===== src/rtl/serial_sub_pkg.sv =====
// Shared types and constants for the bit-serial subtractor controller.
package serial_sub_pkg;

  localparam int WIDTH_DEF = 8;

  typedef enum logic [1:0] {
    S_IDLE = 2'd0,
    S_RUN  = 2'd1,
    S_DONE = 2'd2
  } state_t;

endpackage


===== src/rtl/full_sub_cell.sv =====
// Combinational 1-bit full subtractor: d = x - y - bi, bo = borrow out.
module full_sub_cell (
  input  logic x,
  input  logic y,
  input  logic bi,
  output logic d,
  output logic bo
);

  assign d  = x ^ y ^ bi;
  assign bo = (~x & y) | (~(x ^ y) & bi);

endmodule


===== src/rtl/serial_sub_ctrl.sv =====
// Bit-serial WIDTH-bit subtractor: one full_sub_cell sequenced LSB first.
// Optional signed-overflow output enabled by defining SERIAL_SUB_OVF_EN.
module serial_sub_ctrl
  import serial_sub_pkg::*;
#(
  parameter int WIDTH = WIDTH_DEF
) (
  input  logic             clk,
  input  logic             rst_n,
  input  logic             start,
  input  logic [WIDTH-1:0] a,
  input  logic [WIDTH-1:0] b,
  input  logic             bin,
  output logic             busy,
  output logic             done,
  output logic [WIDTH-1:0] diff,
  output logic             bout
`ifdef SERIAL_SUB_OVF_EN
  ,
  output logic             ovf
`endif
);

  localparam int CNT_W = $clog2(WIDTH) + 1;
  localparam logic [CNT_W-1:0] LAST_CNT = CNT_W'(WIDTH - 1);

  state_t           state, state_nxt;
  logic [CNT_W-1:0] cnt;
  logic [WIDTH-1:0] a_reg, b_reg;
  logic [WIDTH-2:0] res;
  logic             borrow;
  logic             cell_d, cell_bo;
  logic             last_bit;

  full_sub_cell u_cell (
    .x  (a_reg[0]),
    .y  (b_reg[0]),
    .bi (borrow),
    .d  (cell_d),
    .bo (cell_bo)
  );

  assign last_bit = (cnt == LAST_CNT);

  always_ff @(posedge clk or negedge rst_n) begin
    if (!rst_n) state <= S_IDLE;
    else        state <= state_nxt;
  end

  always_comb begin
    state_nxt = state;
    busy      = 1'b0;
    done      = 1'b0;
    case (state)
      S_IDLE: if (start) state_nxt = S_RUN;
      S_RUN: begin
        busy = 1'b1;
        if (last_bit) state_nxt = S_DONE;
      end
      S_DONE: begin
        done      = 1'b1;
        state_nxt = S_IDLE;
      end
      default: state_nxt = S_IDLE;
    endcase
  end

  // Partial result holds the low WIDTH-1 bits; the final cell output becomes the MSB.
  always_ff @(posedge clk or negedge rst_n) begin
    if (!rst_n) begin
      cnt    <= '0;
      a_reg  <= '0;
      b_reg  <= '0;
      res    <= '0;
      borrow <= 1'b0;
      diff   <= '0;
      bout   <= 1'b0;
`ifdef SERIAL_SUB_OVF_EN
      ovf    <= 1'b0;
`endif
    end else begin
      case (state)
        S_IDLE: begin
          if (start) begin
            a_reg  <= a;
            b_reg  <= b;
            borrow <= bin;
            cnt    <= '0;
          end
        end
        S_RUN: begin
          res    <= (WIDTH-1)'({cell_d, res} >> 1);
          a_reg  <= a_reg >> 1;
          b_reg  <= b_reg >> 1;
          borrow <= cell_bo;
          cnt    <= cnt + 1'b1;
          if (last_bit) begin
            diff <= {cell_d, res};
            bout <= cell_bo;
`ifdef SERIAL_SUB_OVF_EN
            // Signed overflow: borrow into the MSB differs from borrow out of it.
            ovf  <= borrow ^ cell_bo;
`endif
          end
        end
        default: ;
      endcase
    end
  end

endmodule


===== config.mk =====
export PLATFORM = sky130hd
export DESIGN_NAME = serial_sub_ctrl
export DESIGN_NICKNAME = d
export VERILOG_FILES = /design/src/rtl/serial_sub_pkg.sv /design/src/rtl/full_sub_cell.sv /design/src/rtl/serial_sub_ctrl.sv
export SDC_FILE = /design/constraint.sdc
export NUM_CORES = 1
export LEC_CHECK = 0
export CORE_AREA = 4 4 76 78
export CTS_CLUSTER_SIZE = 40
export DETAILED_ROUTE_END_ITERATION = 10
export DIE_AREA = 0 0 80 82
export SLEW_MARGIN = 20
export SYNTH_ARGS = -nofsm -noshare
export SYNTH_HDL_FRONTEND = slang
export SYNTH_SLANG_ARGS = --single-unit

===== constraint.sdc =====
create_clock -name clk -period 2.4 [get_ports clk]
set_input_delay 0.36 -clock clk [delete_from_list [all_inputs] [get_ports clk]]
set_output_delay 0.36 -clock clk [all_outputs]
set_load 0.02 [all_outputs]

Word level (Yosys, flattened, before mapping)
Index checks and enable logic that the tools add are counted.
Storage, ports and cells
  register bits after elaboration: 39
  output and inout bits: 11
  logic and storage cells: 39
Cells by class
  add/subtract/negate cells: 1
  equal/unequal tests: 5
  muxes and demuxes: 13
  bitwise operators: 7
  reduce and logical (&&, ||, !) cells: 5
Operators with widths (number)
  $pmux 8 s2: 2
  $mux 8: 2
  $pmux 4 s2: 1
  $reduce_and 2->1: 3
  $add 4x1->4 const B: 1
  $eq 4x3->1 const B: 1
  $mux 2: 2
  $mux 4: 1
  $ne 2x2->1 const B: 2
  $pmux 2 s2: 1
  $mux 1: 3
  $and 1x1->1: 2
  $eq 2x1->1 const B: 1
  $eq 2x2->1 const B: 1
  $logic_not 2->1: 1
  $not 1->1: 2
  $pmux 1 s2: 1
  $reduce_bool 2->1: 1
  $xor 1x1->1: 2
  $or 1x1->1: 1

Logic depth before layout (Yosys ltp)
  depth after elaboration: 5
  gate-level depth with buffers: 5

Modules after synthesis
Synthesis repeated with hierarchy kept, for this count alone.
Unflattened totals
  cell total of the unflattened synthesis: 168
  area, all modules: 1742.9 um^2
Modules (own cells, without submodules)
  serial_sub_ctrl: instances 1, cells each 164, area an instance 1711.6 um^2, seq. area each 975.9 um^2
  full_sub_cell: instances 1, cells each 4, area an instance 31.3 um^2, seq. area each 0.0 um^2

Worst setup path before layout
No wires, ideal clock.
  path type: register to output
  start: reg state[1]
  end: out done
  arrival time: 1.261 ns
  path slack: 0.779 ns
  cell stages (with the launch flop): 4
  path buffers: 2
  cells stage by stage: dfrtp_1 -> clkbuf_1 -> clkbuf_1 -> nor2b_1
Between the ends
  word-level cells in the longest chain between the ends: 2
RTL lines
  start: declaration: RTL line serial_sub_ctrl.sv:27  | state_t state, state_nxt;
  start signal: assignment: RTL line serial_sub_ctrl.sv:47  | else state <= state_nxt;
  $eq 2x2->1: RTL line serial_sub_ctrl.sv:54  | case (state)
  $mux 1: RTL line serial_sub_ctrl.sv:54
  end: declaration: RTL line serial_sub_ctrl.sv:15  | output logic done,
No other way between the ends.

Final worst setup path
  start: reg state[0]
  end: out busy
Between the ends
  word-level cells in the longest chain between the ends: 2
RTL lines
  $eq 2x1->1: RTL line serial_sub_ctrl.sv:54
  $mux 1: RTL line serial_sub_ctrl.sv:54
  end: declaration: RTL line serial_sub_ctrl.sv:14  | output logic busy,
No other way between the ends.

==> metrics.txt <==
hold buffer count at cts=0; Final Cycle Share=92.2%; clock slew at reported path FFs=about 0.070 ns; pin count of the biggest net entering global routing=40; Psw=1.02 mW; via count=1,303; cell family with most CP delay=buffers and inverters; number of nets in the layout=223; final cell count without fillers=272; Clock Tree Root=clkbuf_8; core area=0.00507 mm2; Syn Inst Count=169; drt pass-1 iters=4; vias per cell=4.79; TritonCTS clock tree=done; CP max-delay cell=clkdlybuf4s50_1; switching fraction of total power=between 30 and 40%; Core Util, Final=44.1%; Yosys top cell area share=55.5%; drt wl/cell=13.6 um; Initial DRC Count=69; first-pass GRT wire length=6.42 mm; Setup violations, final=0; Buf+Inv Stages, Crit Path=2; Post-synth ARST share=100%; fin crit period=2.21 ns; # rows=26; diode count=0; I/O pin cnt=31; vias in the first global route=1,333; Mapped Area=around 0.0018 mm2; share of power burned in registers=41.5%; ys flop type=dfrtp_1; worst hold path class=in -> async; YS warnings=0; compound-gate portion of the synthesized area=18.6%; Worst EP required=just over 2 ns; Leak=0.962 nW; pwr/cell area=1240 mW/mm2; die width=~80 um; GRT Util Overall=12.7%; Pint=1.74 mW; Inst Count DP=264; setup bufs post-CTS=0; Clock power frac=roughly 18%; GRT overflow=0; crit path kind=reg -> out; Port Buffer Count=30; Final Power=2.76 mW; Num CTS Buffers=5; crit path launch type=register; register area share after synthesis=55.5%; commonest non-fill, non-tap cell in the layout=dfrtp_1; post-cts resize count=0; crit-path cells=nand2b_2 > inv_1 > clkdlybuf4s50_1; cell accounting for the most synthesized area=dfrtp_1; actual slew at the worst max-slew pin=approximately 0.86 ns; post-route ant nets=0; CP Max Fanout=12; WL final=approximately 3.7 mm; Setup Skew=approximately 0.0042 ns; Hold Worst Slack=0.182 ns; number of synthesized flops with an enable pin=0; TritonCTS sink count=39; ranking of synthesized cells by area=dfrtp_1 (55%), nand2_1 (5.8%), nor2b_1 (5.7%); VDD IR max=904 uV; mux contribution to synthesized area=6.26%; Worst EP arrival=~1.9 ns; CP peak stage delay=0.61 ns; height of the die=82 um; Clock Path Buffers=2; Post-Synth Simple-Gate Area=between 10 and 15%; status=finished clean; adder-cell share of the synthesized area=1.85%; Synth Area in XOR/XNOR=0%; crit end category=output pin; Hold Violations, Final=0; layout cells sized above 1=approximately 11%; Initial Util=34.7%; Max H-tree Level=2; TNS Setup=0 ns; initial antenna violation count=0; GPL Wtd Cong=about 0.78; DRC errors left=0; post-DP HPWL=2.44 mm; synthesized net count=191; Yosys reg bits=39; area grow syn2layout=27.2%; fmax=452 MHz; combinational share of power=about two fifths; latest clock arrival within the worst-skew pair=0.29 ns; relative slew slack=a little over two fifths; RSZ-0062 raised after global routing=no; Slew Limit Fails=0; commonest non-fill, non-tap cells in the layout=dfrtp_1 (39), clkdlybuf4s50_1 (29), nand2_1 (27), o21ai_0 (17); # Max-Cap Violations=0; Distinct cells, synth=25; Avg Inst Size Synth=10.4 um2; largest family of logic cells by synthesized area=compound AO/OA/AOI/OAI gates; die footprint=0.00656 mm2
synthesized netlist by cell type, drive strengths merged, types with 3 or more instances:
master and number:
dfrtp 39, nand2 27, o21ai 18, a21oi 16, nor2b 16, a22oi 13
clkbuf 9, mux2 8, inv 4, a2bb2oi 3
metrics by stage:
step                      setup slack [ns]  cell area [um2]
after global placement               0.518             2140
final                                0.187             2240
after detailed placement             0.497             2140
after global routing                0.0131             2240
after floorplan                      0.779             1760
after CTS                            0.158             2240
final timing paths:
path	startpoint	end	depth (start not counted)	slack, ns
min	rst_n	diff[2]	1	0.18
max reg2reg	state[0]	diff[3]	3	0.55
min reg2reg	res[0]	res[0]	2	0.48
max in group asynchronous	rst_n	a_reg[4]	1	1.68
max	state[0]	busy	3	0.19
min in group clk	res[0]	res[0]	2	0.48
layout make-up:
cell class | instances | area (um2)
clock buffers | 8 | 100
flip-flops and latches | 39 | 976
well taps | 70 | 87.6
inverters | 4 | 15.0
repair buffers | 35 | 333
fillers | 530 | 2840
multi-input cells | 116 | 726
power groups by stage:
stage / Clock [mW] / Sequential (mW) / Combinational, mW
after detailed placement: 0 / 1.16 / 1.15
after floorplan: 0 / 1.19 / 0.699
after global placement: 0 / 1.16 / 1.13
after CTS: 0.498 / 1.15 / 1.16
after global routing: 0.522 / 1.20 / 1.28
final: 0.485 / 1.15 / 1.13
cells by family (layout without fill, tap and decap cells):
| group | Yosys count | in the layout |
|---|---|---|
| adders and majority gates | 2 | 2 |
| muxes | 10 | 10 |
| and+or+nand+nor | 50 | 50 |
| DFF | 39 | 39 |
| AOI/OAI and AO/OA | 54 | 54 |
| buffers and inverters | 14 | 47 |
routing by layer:
metal  track usage [%]  up-vias  wire, um
met4              6.42        0        59
li1                  -      650         -
met2              18.1       32      1610
met3              2.63        6       161
met5                 0        -         0
met1              18.0      615      1860
(Power assumes the default switching activity.)
